`src/rtl/lsu_mem_requester_if.sv`:
```
// Bundles the EXU request/response channel and the Mem port of the LSU requester.
// The master view belongs to the requester; the slave view to the EXU/writeback and Mem side.
interface lsu_mem_requester_if #(
    parameter int ADDR_W = 64
);
    logic              req_valid;
    logic              req_ready;
    logic              req_store;
    logic [1:0]        req_size;
    logic              req_signed;
    logic [ADDR_W-1:0] req_addr;
    logic [63:0]       req_wdata;

    logic [ADDR_W-1:0] mem_addr;
    logic [63:0]       mem_wdata;
    logic [7:0]        mem_mask;
    logic              mem_enable;
    logic              mem_wen;
    logic [63:0]       mem_rdata;

    logic              resp_valid;
    logic              resp_ready;
    logic [63:0]       resp_data;
    logic              resp_err;

    modport master (
        input  req_valid, req_store, req_size, req_signed, req_addr, req_wdata,
        input  mem_rdata, resp_ready,
        output req_ready, mem_addr, mem_wdata, mem_mask, mem_enable, mem_wen,
        output resp_valid, resp_data, resp_err
    );

    modport slave (
        output req_valid, req_store, req_size, req_signed, req_addr, req_wdata,
        output mem_rdata, resp_ready,
        input  req_ready, mem_addr, mem_wdata, mem_mask, mem_enable, mem_wen,
        input  resp_valid, resp_data, resp_err
    );
endinterface

```
`src/rtl/lsu_mem_requester.sv`:
```
// Data-memory requester: one load/store at a time, lane steering, load extension.
// Optional misaligned-access trap enabled by defining LSU_MISALIGN_TRAP_EN.
module lsu_mem_requester #(
    parameter int ADDR_W     = 64,
    parameter bit ALIGN_ADDR = 1'b1
) (
    input  logic                clock,
    input  logic                reset,
    lsu_mem_requester_if.master bus
);
    typedef enum logic [1:0] {IDLE, ISSUE, WAIT, RESP} state_e;

    state_e            state_q, state_d;
    logic              store_q;
    logic              signed_q;
    logic [1:0]        size_q;
    logic [2:0]        off_q;
    logic [ADDR_W-1:0] mem_addr_q;
    logic [63:0]       mem_wdata_q;
    logic [7:0]        mem_mask_q;
    logic [63:0]       resp_data_q, resp_data_d;

    logic              accept;
    logic [7:0]        base_mask;
    logic [63:0]       load_shifted;
    logic [63:0]       load_ext;

    assign accept = (state_q == IDLE) && bus.req_valid && !reset;

`ifdef LSU_MISALIGN_TRAP_EN
    logic       resp_err_q, resp_err_d;
    logic [2:0] align_bits;
    logic       misaligned;

    always_comb begin
        case (bus.req_size)
            2'd0:    align_bits = 3'b000;
            2'd1:    align_bits = 3'b001;
            2'd2:    align_bits = 3'b011;
            default: align_bits = 3'b111;
        endcase
    end
    assign misaligned   = |(bus.req_addr[2:0] & align_bits);
    assign resp_err_d   = accept ? misaligned : resp_err_q;
    assign bus.resp_err = resp_err_q;
`else
    assign bus.resp_err = 1'b0;
`endif

    // NOTE: every signal written in always_comb gets a default first, so no path leaves it unassigned and infers a latch.
    always_comb begin
        state_d = state_q;
        case (state_q)
            IDLE: begin
                if (bus.req_valid) begin
`ifdef LSU_MISALIGN_TRAP_EN
                    state_d = misaligned ? RESP : ISSUE;
`else
                    state_d = ISSUE;
`endif
                end
            end
            ISSUE:   state_d = store_q ? RESP : WAIT;
            WAIT:    state_d = RESP;
            RESP:    if (bus.resp_ready) state_d = IDLE;
            default: state_d = IDLE;
        endcase
    end

    always_comb begin
        case (bus.req_size)
            2'd0:    base_mask = 8'h01;
            2'd1:    base_mask = 8'h03;
            2'd2:    base_mask = 8'h0F;
            default: base_mask = 8'hFF;
        endcase
    end

    // Lanes above the addressed byte shift in as zero before extension.
    assign load_shifted = bus.mem_rdata >> {off_q, 3'b000};

    always_comb begin
        case (size_q)
            2'd0:    load_ext = {{56{signed_q & load_shifted[7]}},  load_shifted[7:0]};
            2'd1:    load_ext = {{48{signed_q & load_shifted[15]}}, load_shifted[15:0]};
            2'd2:    load_ext = {{32{signed_q & load_shifted[31]}}, load_shifted[31:0]};
            default: load_ext = load_shifted;
        endcase
    end

    always_comb begin
        resp_data_d = resp_data_q;
        if (accept) begin
            resp_data_d = '0;
        end else if (state_q == WAIT) begin
            resp_data_d = load_ext;
        end
    end

    // NOTE: sequential state uses non-blocking assignments so all registers update from pre-edge values.
    always_ff @(posedge clock) begin
        if (reset) begin
            // NOTE: datapath registers are reset too because mem_* and resp_data are observable right after reset.
            state_q     <= IDLE;
            store_q     <= 1'b0;
            signed_q    <= 1'b0;
            size_q      <= 2'd0;
            off_q       <= 3'd0;
            mem_addr_q  <= '0;
            mem_wdata_q <= '0;
            mem_mask_q  <= '0;
            resp_data_q <= '0;
`ifdef LSU_MISALIGN_TRAP_EN
            resp_err_q  <= 1'b0;
`endif
        end else begin
            state_q     <= state_d;
            resp_data_q <= resp_data_d;
`ifdef LSU_MISALIGN_TRAP_EN
            resp_err_q  <= resp_err_d;
`endif
            if (accept) begin
                store_q     <= bus.req_store;
                signed_q    <= bus.req_signed;
                size_q      <= bus.req_size;
                off_q       <= bus.req_addr[2:0];
                mem_addr_q  <= ALIGN_ADDR ? {bus.req_addr[ADDR_W-1:3], 3'b000} : bus.req_addr;
                mem_wdata_q <= bus.req_wdata << {bus.req_addr[2:0], 3'b000};
                mem_mask_q  <= base_mask << bus.req_addr[2:0];
            end
        end
    end

    // Enables are gated by reset so a reset landing in ISSUE causes no memory side effect.
    assign bus.req_ready  = (state_q == IDLE) && !reset;
    assign bus.mem_enable = (state_q == ISSUE) && !reset;
    assign bus.mem_wen    = (state_q == ISSUE) && store_q && !reset;
    assign bus.mem_addr   = mem_addr_q;
    assign bus.mem_wdata  = mem_wdata_q;
    assign bus.mem_mask   = mem_mask_q;
    assign bus.resp_valid = (state_q == RESP);
    assign bus.resp_data  = resp_data_q;
endmodule

```
`src/flat_wrapper.sv`:
```
// flat-port wrapper written by rule: the top's interface ports become plain ports
module lsu_mem_requester_flat 
#(
    parameter int ADDR_W     = 64,
    parameter bit ALIGN_ADDR = 1'b1
)
  (clock, reset, bus_req_valid, bus_req_store, bus_req_size, bus_req_signed, bus_req_addr, bus_req_wdata, bus_mem_rdata, bus_resp_ready, bus_req_ready, bus_mem_addr, bus_mem_wdata, bus_mem_mask, bus_mem_enable, bus_mem_wen, bus_resp_valid, bus_resp_data, bus_resp_err);
  lsu_mem_requester_if #(.ADDR_W(ADDR_W)) bus_i ();
  input  logic clock;
  input  logic reset;
  input wire logic [$bits(bus_i.req_valid)-1:0] bus_req_valid;
  input wire logic [$bits(bus_i.req_store)-1:0] bus_req_store;
  input wire logic [$bits(bus_i.req_size)-1:0] bus_req_size;
  input wire logic [$bits(bus_i.req_signed)-1:0] bus_req_signed;
  input wire logic [$bits(bus_i.req_addr)-1:0] bus_req_addr;
  input wire logic [$bits(bus_i.req_wdata)-1:0] bus_req_wdata;
  input wire logic [$bits(bus_i.mem_rdata)-1:0] bus_mem_rdata;
  input wire logic [$bits(bus_i.resp_ready)-1:0] bus_resp_ready;
  output wire logic [$bits(bus_i.req_ready)-1:0] bus_req_ready;
  output wire logic [$bits(bus_i.mem_addr)-1:0] bus_mem_addr;
  output wire logic [$bits(bus_i.mem_wdata)-1:0] bus_mem_wdata;
  output wire logic [$bits(bus_i.mem_mask)-1:0] bus_mem_mask;
  output wire logic [$bits(bus_i.mem_enable)-1:0] bus_mem_enable;
  output wire logic [$bits(bus_i.mem_wen)-1:0] bus_mem_wen;
  output wire logic [$bits(bus_i.resp_valid)-1:0] bus_resp_valid;
  output wire logic [$bits(bus_i.resp_data)-1:0] bus_resp_data;
  output wire logic [$bits(bus_i.resp_err)-1:0] bus_resp_err;
  assign bus_i.req_valid = bus_req_valid;
  assign bus_i.req_store = bus_req_store;
  assign bus_i.req_size = bus_req_size;
  assign bus_i.req_signed = bus_req_signed;
  assign bus_i.req_addr = bus_req_addr;
  assign bus_i.req_wdata = bus_req_wdata;
  assign bus_i.mem_rdata = bus_mem_rdata;
  assign bus_i.resp_ready = bus_resp_ready;
  assign bus_req_ready = bus_i.req_ready;
  assign bus_mem_addr = bus_i.mem_addr;
  assign bus_mem_wdata = bus_i.mem_wdata;
  assign bus_mem_mask = bus_i.mem_mask;
  assign bus_mem_enable = bus_i.mem_enable;
  assign bus_mem_wen = bus_i.mem_wen;
  assign bus_resp_valid = bus_i.resp_valid;
  assign bus_resp_data = bus_i.resp_data;
  assign bus_resp_err = bus_i.resp_err;
  lsu_mem_requester #(.ADDR_W(ADDR_W), .ALIGN_ADDR(ALIGN_ADDR)) u_core (.clock(clock), .reset(reset), .bus(bus_i));
endmodule
```
`config.mk`:
```
export PLATFORM = sky130hd
export DESIGN_NAME = lsu_mem_requester_flat
export DESIGN_NICKNAME = d
export VERILOG_FILES = /design/src/rtl/lsu_mem_requester_if.sv /design/src/rtl/lsu_mem_requester.sv /design/src/flat_wrapper.sv
export SDC_FILE = /design/constraint.sdc
export NUM_CORES = 1
export LEC_CHECK = 0
export CAP_MARGIN = 20
export CELL_PAD_IN_SITES_DETAIL_PLACEMENT = 1
export CELL_PAD_IN_SITES_GLOBAL_PLACEMENT = 1
export CORE_MARGIN = 10
export CORE_UTILIZATION = 35
export CTS_CLUSTER_SIZE = 10
export DETAILED_ROUTE_END_ITERATION = 16
export PLACE_DENSITY_LB_ADDON = 0.1
export SETUP_SLACK_MARGIN = 0.1
export SYNTH_ARGS = -nofsm -noshare
export SYNTH_HDL_FRONTEND = slang
export SYNTH_SLANG_ARGS = --single-unit
```
`constraint.sdc`:
```
create_clock -name clock -period 5.3 [get_ports clock]
set_input_delay 0.53 -clock clock [delete_from_list [all_inputs] [get_ports clock]]
set_output_delay 0.53 -clock clock [all_outputs]
set_load 0.02 [all_outputs]
```
==> flow_summary.toml <==
[clocking]
cts_tree = "yes"
cts.sinks = 206
holdBufCountCts = 0
cts_root_buf = "clkbuf_16"
numCtsBuffers = 26
cts_setup_buffers = 0
clk_path_buf_depth = 3
post_cts_resized = 0
clk_transition_reported_paths_ps = 60
clkLatencyLatePin_ps = 520
h-tree-depth = 1

[grt]
grt_pass1_wl_um = 69160
antenna_found_initial = 6
overflow = 0
grt_pass1_vias = 10980
track_usage = 0.2285
grt_max_degree = 108

[final_layout]
utilization = 0.5215
syn2layout_area_growth_pct = 46.60
fillers = 3411
nNetsFinal = 1744
drive_gt1_frac = 0.1045
stdcell_count = 1945

[logic_synthesis]
ys.flop_type = "dfxtp_1"
synth_edf_count = 0
ys_seq_area_frac = 0.3902
ys_types = 57
synth.avg_cell_area_um2 = 8.779
ys.warnings.count = 0
synth_area_um2 = 10570
synth_cells = 1204
synth.most_common_cell = "nand2_1"
ys_seq_elements = 206
synthArstFlopShare = 0
synth_top_area_cell = "dfxtp_1"
ys_top_cells_by_count = "nand2_1 (213), dfxtp_1 (206), a21oi_1 (106)"
synth_top_area_frac = 0.3902
synth_area_leaders = "dfxtp_1 (39%), mux2i_1 (8.3%), nand2_1 (7.6%), mux4_2 (6.0%), a21oi_1 (5.0%)"

[drt]
wl_met2_um = 22300
wl_met1_um = 18560
drt_iter0_markers = 607
drcViolationCount = 0
top_layer_used = "met5"
wire_per_inst_um = 23.39
drt-pass1-iter-count = 5
drt-total-wl_um = 45490
vias = 10510
ant_nets = 0
wl_met3_um = 3202
viasPerCell = 5.403

[timing]
fmax_mhz = 324.7
rsz0062_at_grt = "no"
finClkSkew_ps = 11.13
slew_violations = 0
hold_viol = 0
tns_ps = 0
relSlewSlack = 0.3141
min_period_over_period = 0.5810
finalSetupViolCount = 0
min_period_ps = 3079
tightest_slew_ps = 1029

[setup_path]
crit_path_end_kind = "flop"
cp_data_arrival_time_ps = 3530
worst-path-buf-inv = 2
worstPathRequired_ps = 5750
crit_chain = "buf_4, nand2b_2, o22ai_4, nor4_4, nor4_4, buf_4, a21oi_1"
cp_slowest_cell = "dfxtp_2"
critical_path.top_delay_family = "simple AND/OR/NAND/NOR gates"
critPathKind = "flop to flop"
critical-path-max-stage-delay_ps = 800
crit_path_start_kind = "flop"
cp_max_fo = 41
r2r_setup_slack_ps = 2220

[power_and_ir_drop]
powerDensity_nw_per_um2 = 414.3
leakagePower_uw = 0.005444
max-vdd-ir-drop_mv = 0.2223
power.total_uw = 6419

[placed_design]
gp_congestion = 0.8901
post-place-cells = 1900
place_hpwl_um = 33420
portBuffers = 400

[min_path]
min_path_type = "flop to flop"

[run]
drv_cap = 0

[floorplan]
core_um2 = 29720
start_util = 0.3557
die_h_um = 193.8
die_w_um = 193.8
dieArea_um2 = 37550
rows = 63
ios = 405

[outcome]
status = "finished, final reports clean"
-- metrics by stage --
| step | worst slack [ps] | area, um2 | hold WS [ps] |
|---|---|---|---|
| floorplan | 3288 | 10580 | 445.6 |
| global placement | 2274 | 14680 | 437.5 |
| detailed placement | 2204 | 14680 | 439.2 |
| CTS | 2229 | 15460 | 448.9 |
| global route | 1984 | 15490 | 475.5 |
| finish | 2221 | 15500 | 444.6 |
-- power by group --
group / switching [uW] / total, uW / internal, uW
Sequential: 236 / 2090 / 1860
Clock: 669 / 1660 / 988
Combinational: 1550 / 2670 / 1120
Total: 2460 / 6420 / 3960
-- worst reg2reg max path, cell delays in order, from the launching register on --
cell and delay, ps:
dfxtp_2 800, buf_4 510, nand2b_2 280, o22ai_4 100
nor4_4 660, nor4_4 100, buf_4 330, a21oi_1 230
-- kinds of logic (layout without fill, tap and decap cells) --
| logic type | count (synthesis) | count (layout) | share of synthesized area |
|---|---|---|---|
| AND/OR/NAND/NOR | 365 | 365 | 0.1514 |
| AO/OA/AOI/OAI | 364 | 364 | 0.2277 |
| flip-flops | 206 | 206 | 0.3902 |
| multiplexers | 142 | 142 | 0.1718 |
| buffers and inverters | 121 | 464 | 0.05268 |
| adder cells (fa/ha/maj) | 5 | 5 | 0.005919 |
| other | 1 | 9 | 0.0003548 |
-- placed cells by master (no fill, tap or decap), types with 4 or more instances in the layout --
cell type / instances
a21oi_2: 30
inv_1: 9
nand2b_1: 20
dfxtp_1: 204
ha_1: 4
nor2b_1: 15
a21oi_1: 106
buf_4: 16
clkbuf_1: 5
clkdlybuf4s50_1: 397
and3_1: 6
a22oi_1: 7
o21ai_0: 94
clkinv_2: 4
conb_1: 4
a31oi_2: 10
a31oi_1: 9
o211ai_1: 4
a221o_1: 4
a22o_1: 26
mux2i_1: 88
a32oi_1: 7
diode_2: 5
clkbuf_16: 27
nor3_1: 11
o2bb2ai_1: 8
a211oi_1: 36
a311oi_1: 4
nand2_1: 212
a222oi_1: 4
nor2_1: 77
a221oi_1: 5
mux2_2: 23
mux4_2: 28
-- registers in the layout, summed over array words and instances (netlist names) --
| register | count |
|---|---|
| u_core.bus.mem_addr | 61 |
| u_core.bus.mem_mask | 8 |
| u_core.bus.mem_wdata | 64 |
| u_core.bus.resp_data | 64 |
| u_core.off_q | 3 |
| u_core.signed_q | 1 |
| u_core.size_q | 2 |
| u_core.state_q | 2 |
| u_core.store_q | 1 |
-- cell type report --
class / count / area, um2 / area share
flip-flops and latches: 206 / 4129 / 0.2665
well taps: 390 / 488.0 / 0.03149
diodes: 5 / 12.51 / 0.0008074
multi-input cells: 880 / 5931 / 0.3827
inverters: 10 / 37.54 / 0.002422
repair buffers: 415 / 4126 / 0.2663
clock inverters: 5 / 50.05 / 0.003230
clock buffers: 34 / 721.9 / 0.04659
-- worst paths after layout --
kind | cells past startpoint | end | startpoint
setup / recovery | 7 | u_core.bus.resp_data[62] | u_core.off_q[0]
hold / removal | 2 | u_core.bus.mem_mask[2] | u_core.bus.mem_mask[2]
setup reg to reg | 7 | u_core.bus.resp_data[62] | u_core.off_q[0]
hold reg to reg | 2 | u_core.bus.mem_mask[2] | u_core.bus.mem_mask[2]
-- per-layer routing --
metal  vias up  GRT usage
met3        64    0.06414
met4         4    0.07496
met5         -          0
met2       334     0.3913
met1      5120     0.2689
li1       4986          -
No activity file was read; power rests on OpenSTA's default activity.
